--- src/rtl/adder_slice_sched_if.sv ---
// rtl/adder_slice_sched_if.sv - request/result handshake bundle for the shared slice adder
interface adder_slice_sched_if #(
  parameter int WIDTH = 12
);
  logic             req0_valid;
  logic             req0_ready;
  logic [WIDTH-1:0] req0_a;
  logic [WIDTH-1:0] req0_b;
  logic             req0_cin;
  logic             req1_valid;
  logic             req1_ready;
  logic [WIDTH-1:0] req1_a;
  logic [WIDTH-1:0] req1_b;
  logic             req1_cin;
  logic             res_valid;
  logic             res_ready;
  logic [WIDTH-1:0] res_sum;
  logic             res_cout;
  logic             res_id;
  logic             busy;

  // producer/consumer side
  modport master (
    output req0_valid, req0_a, req0_b, req0_cin,
    output req1_valid, req1_a, req1_b, req1_cin,
    output res_ready,
    input  req0_ready, req1_ready,
    input  res_valid, res_sum, res_cout, res_id, busy
  );

  // adder side
  modport slave (
    input  req0_valid, req0_a, req0_b, req0_cin,
    input  req1_valid, req1_a, req1_b, req1_cin,
    input  res_ready,
    output req0_ready, req1_ready,
    output res_valid, res_sum, res_cout, res_id, busy
  );
endinterface

--- src/rtl/adder_slice_sched.sv ---
// rtl/adder_slice_sched.sv - two-requester round-robin serial adder built on one narrow slice
module adder_slice_sched #(
  parameter int WIDTH = 12,
  parameter int SLICE = 3
) (
  input logic               clk,
  input logic               rst_n,
  adder_slice_sched_if.slave bus
);
  localparam int NSL = WIDTH / SLICE;
  localparam int IW  = (NSL > 1) ? $clog2(NSL) : 1;
  localparam logic [IW-1:0] LAST_IDX = IW'(NSL - 1);

  typedef enum logic [1:0] {IDLE, RUN, DONE} state_t;

  state_t           state;
  logic [WIDTH-1:0] op_a;
  logic [WIDTH-1:0] op_b;
  logic [WIDTH-1:0] sum_q;
  logic             carry_q;
  logic             cout_q;
  logic             id_q;
  logic             valid_q;
  logic             last_grant;
  logic [IW-1:0]    idx;

  logic             gnt0;
  logic             gnt1;
  logic [SLICE-1:0] sl_a;
  logic [SLICE-1:0] sl_b;
  logic [SLICE:0]   sl_sum;

  // Round-robin grant: a lone requester always wins, a tie goes to whoever was not served last
  assign gnt0 = (state == IDLE) && bus.req0_valid && (!bus.req1_valid || last_grant);
  assign gnt1 = (state == IDLE) && bus.req1_valid && (!bus.req0_valid || !last_grant);

  // The one shared slice: current operand fields plus the chained carry
  assign sl_a   = op_a[idx*SLICE +: SLICE];
  assign sl_b   = op_b[idx*SLICE +: SLICE];
  assign sl_sum = {1'b0, sl_a} + {1'b0, sl_b} + {{SLICE{1'b0}}, carry_q};

  assign bus.req0_ready = gnt0;
  assign bus.req1_ready = gnt1;
  assign bus.res_valid  = valid_q;
  assign bus.res_sum    = sum_q;
  assign bus.res_cout   = cout_q;
  assign bus.res_id     = id_q;
  assign bus.busy       = (state != IDLE);

  // Sequencer: accept one operand pair, run NSL slice cycles, hold the result until taken
  always_ff @(posedge clk or negedge rst_n) begin
    if (!rst_n) begin
      state      <= IDLE;
      op_a       <= '0;
      op_b       <= '0;
      sum_q      <= '0;
      carry_q    <= 1'b0;
      cout_q     <= 1'b0;
      id_q       <= 1'b0;
      valid_q    <= 1'b0;
      last_grant <= 1'b1;
      idx        <= '0;
    end else begin
      case (state)
        IDLE: begin
          if (gnt0) begin
            op_a       <= bus.req0_a;
            op_b       <= bus.req0_b;
            carry_q    <= bus.req0_cin;
            idx        <= '0;
            id_q       <= 1'b0;
            last_grant <= 1'b0;
            state      <= RUN;
          end else if (gnt1) begin
            op_a       <= bus.req1_a;
            op_b       <= bus.req1_b;
            carry_q    <= bus.req1_cin;
            idx        <= '0;
            id_q       <= 1'b1;
            last_grant <= 1'b1;
            state      <= RUN;
          end
        end
        RUN: begin
          sum_q[idx*SLICE +: SLICE] <= sl_sum[SLICE-1:0];
          carry_q                   <= sl_sum[SLICE];
          idx                       <= idx + 1'b1;
          if (idx == LAST_IDX) begin
            cout_q  <= sl_sum[SLICE];
            valid_q <= 1'b1;
            state   <= DONE;
          end
        end
        DONE: begin
          // the result handshake only frees the adder; a new grant waits for IDLE
          if (bus.res_ready) begin
            valid_q <= 1'b0;
            state   <= IDLE;
          end
        end
        default: state <= IDLE;
      endcase
    end
  end
endmodule

--- src/flat_wrapper.sv ---
// flat-port wrapper written by rule: the top's interface ports become plain ports
module adder_slice_sched_flat 
#(
  parameter int WIDTH = 12,
  parameter int SLICE = 3
)
  (clk, rst_n, bus_req0_valid, bus_req0_a, bus_req0_b, bus_req0_cin, bus_req1_valid, bus_req1_a, bus_req1_b, bus_req1_cin, bus_res_ready, bus_req0_ready, bus_req1_ready, bus_res_valid, bus_res_sum, bus_res_cout, bus_res_id, bus_busy);
  adder_slice_sched_if #(.WIDTH(WIDTH)) bus_i ();
  input logic clk;
  input logic rst_n;
  input wire logic [$bits(bus_i.req0_valid)-1:0] bus_req0_valid;
  input wire logic [$bits(bus_i.req0_a)-1:0] bus_req0_a;
  input wire logic [$bits(bus_i.req0_b)-1:0] bus_req0_b;
  input wire logic [$bits(bus_i.req0_cin)-1:0] bus_req0_cin;
  input wire logic [$bits(bus_i.req1_valid)-1:0] bus_req1_valid;
  input wire logic [$bits(bus_i.req1_a)-1:0] bus_req1_a;
  input wire logic [$bits(bus_i.req1_b)-1:0] bus_req1_b;
  input wire logic [$bits(bus_i.req1_cin)-1:0] bus_req1_cin;
  input wire logic [$bits(bus_i.res_ready)-1:0] bus_res_ready;
  output wire logic [$bits(bus_i.req0_ready)-1:0] bus_req0_ready;
  output wire logic [$bits(bus_i.req1_ready)-1:0] bus_req1_ready;
  output wire logic [$bits(bus_i.res_valid)-1:0] bus_res_valid;
  output wire logic [$bits(bus_i.res_sum)-1:0] bus_res_sum;
  output wire logic [$bits(bus_i.res_cout)-1:0] bus_res_cout;
  output wire logic [$bits(bus_i.res_id)-1:0] bus_res_id;
  output wire logic [$bits(bus_i.busy)-1:0] bus_busy;
  assign bus_i.req0_valid = bus_req0_valid;
  assign bus_i.req0_a = bus_req0_a;
  assign bus_i.req0_b = bus_req0_b;
  assign bus_i.req0_cin = bus_req0_cin;
  assign bus_i.req1_valid = bus_req1_valid;
  assign bus_i.req1_a = bus_req1_a;
  assign bus_i.req1_b = bus_req1_b;
  assign bus_i.req1_cin = bus_req1_cin;
  assign bus_i.res_ready = bus_res_ready;
  assign bus_req0_ready = bus_i.req0_ready;
  assign bus_req1_ready = bus_i.req1_ready;
  assign bus_res_valid = bus_i.res_valid;
  assign bus_res_sum = bus_i.res_sum;
  assign bus_res_cout = bus_i.res_cout;
  assign bus_res_id = bus_i.res_id;
  assign bus_busy = bus_i.busy;
  adder_slice_sched #(.WIDTH(WIDTH), .SLICE(SLICE)) u_core (.clk(clk), .rst_n(rst_n), .bus(bus_i));
endmodule
--- config.mk ---
export PLATFORM = sky130hd
export DESIGN_NAME = adder_slice_sched_flat
export DESIGN_NICKNAME = d
export VERILOG_FILES = /design/src/rtl/adder_slice_sched_if.sv /design/src/rtl/adder_slice_sched.sv /design/src/flat_wrapper.sv
export SDC_FILE = /design/constraint.sdc
export NUM_CORES = 1
export LEC_CHECK = 0
export ABC_AREA = 0
export CAP_MARGIN = 20
export CORE_MARGIN = 1.5
export CORE_UTILIZATION = 45
export CTS_CLUSTER_SIZE = 40
export DETAILED_ROUTE_END_ITERATION = 6
export DONT_BUFFER_PORTS = 1
export PLACE_DENSITY = 0.68
export SETUP_SLACK_MARGIN = 0.02
export SKIP_LAST_GASP = 1
export SLEW_MARGIN = 30
export SYNTH_ARGS = -nofsm -noshare
export SYNTH_HDL_FRONTEND = slang
export SYNTH_SLANG_ARGS = --single-unit
export TNS_END_PERCENT = 10
--- constraint.sdc ---
create_clock -name clk -period 5.6 [get_ports clk]
set_clock_uncertainty 0.15 [all_clocks]
set_input_delay 0.84 -clock clk [delete_from_list [all_inputs] [get_ports clk]]
set_output_delay 0.84 -clock clk [all_outputs]
set_load 0.02 [all_outputs]
==> impl_metrics.json <==
{
  "syn_area_um2": 2320,
  "worst_pin_slew_ns": 0.735,
  "crit_fanout": 26,
  "worstSetupEndpoint": "bus_req0_ready",
  "crit_path_end_kind": "output port",
  "leakagePower_nw": 1.17,
  "synth.avg_cell_area_um2": 10.4,
  "rr_worst_depth": 5,
  "grt_max_degree": 49,
  "r2r-end": "u_core.bus.res_sum[7]",
  "antenna_left": 0,
  "num_antenna_cells": 0,
  "ctsHoldBuffers": 0,
  "post-dp-hpwl_um": 2990,
  "grt_pass1_vias": 1443,
  "regArea_um2": 1130,
  "utilization": 0.513,
  "setup_viol": 0,
  "die-area_um2": 5590,
  "period_needed_ns": 2.97,
  "intPower_mw": 0.919,
  "num_vias": 1536,
  "hp-class": "primary input to async pin",
  "nets": 284,
  "grt_pass1_wl_um": 6720,
  "yosysWarnings": 0,
  "rsz0062_at_grt": "no",
  "core-area_um2": 4850,
  "h-tree-depth": 2,
  "globalRouteOverflowTotal": 0,
  "vdd_ir_drop_max_v": 0.000216,
  "r2r-start": "u_core.idx[0]",
  "first_pass_iters": 4,
  "status": "finished, final reports clean",
  "fillCellCount": 453,
  "cts_buffer_depth": 2,
  "antenna_found_initial": 0,
  "cts_setup_buffers": 0,
  "start_util": 0.478,
  "dieHeight_um": 74.8,
  "crit_path_start": "u_core.last_grant",
  "multi_input_area_um2": 1100,
  "grt_use_total": 0.160,
  "setup_tns_ns": 0,
  "path_depth": 3,
  "combPwrFrac": 0.411,
  "wl_per_cell_um": 14.4,
  "synth_top_cell_area_share": 0.475,
  "rrSetupSlack_ns": 2.82,
  "hold_viol_final": 0,
  "io_buffer_count": 0,
  "ys_seq_area_frac": 0.487,
  "cp_top_family": "simple AND/OR/NAND/NOR gates",
  "cp_slowest_cell": "dfstp_2",
  "synth_seq_cells": 45,
  "numCtsBuffers": 5,
  "ios": 73,
  "worstSetupStartpointType": "flop",
  "root_buffer": "clkbuf_8",
  "rows": 25,
  "post_cts_resize_count": 0,
  "drc": 0,
  "fmax_mhz": 336,
  "synth_top_cell_by_area": "dfrtp_1",
  "synth.distinct_cells": 30,
  "slew_headroom": 0.508,
  "maxSlewViolCount": 0,
  "timing_worst_setup_path_type": "flop to output port",
  "clkTransAtPathRegs_ns": 0.09,
  "cts_tree": "yes",
  "area_growth_pct": 7.29,
  "drive_gt1_frac": 0.0955,
  "fin_crit_sh": 0.531,
  "max_stage_delay_ns": 0.56,
  "gp_congestion": 0.778,
  "required_ns": 4.61,
  "clock_latency_ns": 0.30,
  "p_switching_mw": 0.660,
  "synth.area.top_cells": "dfrtp_1 48%, mux2i_1 10%, nand2_1 7.3%",
  "clkPwrFrac": 0.182,
  "dieWidth_um": 74.8,
  "viasPerCell": 5.35,
  "netSwitchingFraction": 0.418,
  "crit_arrival_ns": 1.98,
  "cts.sink_count": 45,
  "cp_cell_sequence": "nand2b_1 > nand2_2 > nor2_1",
  "wl_um": 4130,
  "critPathBufInv": 0,
  "drt_iter0_markers": 70,
  "syn-instance-count": 222,
  "max-cap-violations": 0,
  "syn-num-nets": 287,
  "power_frac_seq": 0.407,
  "power_density_nw_per_um2": 635
}
[cells by family after synthesis]
group | share of synthesized area
XOR/XNOR | 0.00378
AND/OR/NAND/NOR | 0.109
multiplexers | 0.162
flip-flops | 0.487
AO/OA/AOI/OAI | 0.137
adder cells (fa/ha/maj) | 0.0605
buffers and inverters | 0.0421
[metal layers]
metal	vias up	track usage	share of wire
met1	714	0.202	0.45
met4	0	0.0485	0.0099
met3	5	0.0522	0.071
li1	766	-	-
met2	51	0.264	0.47
met5	-	0	0
[worst min path at each step]
stage	from	end	depth (start not counted)
6_report	rst_n	u_core.op_b[1]	0
5_1_grt	rst_n	u_core.op_b[1]	0
4_1_cts	rst_n	u_core.bus.res_id	0
3_5_place_dp	u_core.op_a[10]	u_core.op_a[10]	2
3_3_place_gp	u_core.op_a[6]	u_core.op_a[6]	2
2_1_floorplan	u_core.op_a[6]	u_core.op_a[6]	2
[worst reg2reg max path: stages, from the launching register on]
cell and delay (ns):
dfrtp_1 0.70, mux4_2 0.59, fa_1 0.42, inv_1 0.08, fa_1 0.48, o31ai_1 0.27
[synth_stat cells (all sizes together)]
| cell | n |
|---|---|
| mux4 | 6 |
| nor3 | 1 |
| and2b | 1 |
| o21a | 1 |
| a21oi | 6 |
| or4 | 1 |
| clkbuf | 4 |
| a31oi | 2 |
| nand2 | 47 |
| dfrtp | 44 |
| dfstp | 1 |
| a21o | 1 |
| o31ai | 10 |
| nor2 | 6 |
| inv | 10 |
| a31o | 1 |
| buf | 7 |
| or3 | 2 |
| o211ai | 1 |
| a211oi | 1 |
| fa | 2 |
| nand2b | 1 |
| nand3 | 1 |
| ha | 8 |
| o21ai | 32 |
| mux2i | 24 |
| xor2 | 1 |
[registers in the layout (all words and copies together), names as in the netlist, 2 cells and up]
| signal | flops |
|---|---|
| u_core.bus.res_sum | 12 |
| u_core.op_a | 12 |
| u_core.op_b | 12 |
| u_core.idx | 2 |
| u_core.state | 2 |
[final cells by class]
| cell class | count | share of cell area |
|---|---|---|
| sequential | 45 | 0.453 |
| multi-input combinational | 156 | 0.441 |
| tap | 67 | 0.0337 |
| clock buffer | 5 | 0.0277 |
| clock inverter | 3 | 0.0262 |
| inverter | 10 | 0.0151 |
| timing repair buffer | 1 | 0.00302 |
[stage by stage]
step / instance area (um2) / cells / total power [mW] / setup WS [ns] / hold slack (ns)
CTS: 2490 / 287 / 1.60 / 2.61 / 0.0682
global route: 2490 / 287 / 1.72 / 2.51 / 0.0608
global placement: 2350 / 279 / 1.29 / 2.74 / 0.309
floorplan: 2320 / 222 / 1.16 / 2.88 / 0.295
detailed placement: 2350 / 279 / 1.31 / 2.69 / 0.318
finish: 2490 / 287 / 1.58 / 2.63 / 0.0757
[power groups by stage]
stage | logic, mW | clock network, mW | registers [mW]
floorplan | 0.564 | 0 | 0.598
global placement | 0.642 | 0 | 0.648
detailed placement | 0.653 | 0 | 0.654
CTS | 0.657 | 0.292 | 0.647
global route | 0.751 | 0.303 | 0.667
finish | 0.649 | 0.287 | 0.643
[cells in the final DEF (no fill, tap or decap), types with 2 or more instances in the layout]
master	n
nand2_2	2
mux4_2	6
bufinv_16	2
dfrtp_1	44
or3_1	2
a31oi_1	2
mux2i_1	24
o21ai_0	28
clkbuf_8	5
o21ai_1	3
nand2_1	45
inv_1	10
nor2_1	6
fa_1	2
ha_1	8
a21oi_1	6
o31ai_1	10
Note: power is estimated with default switching activity, not from simulation.
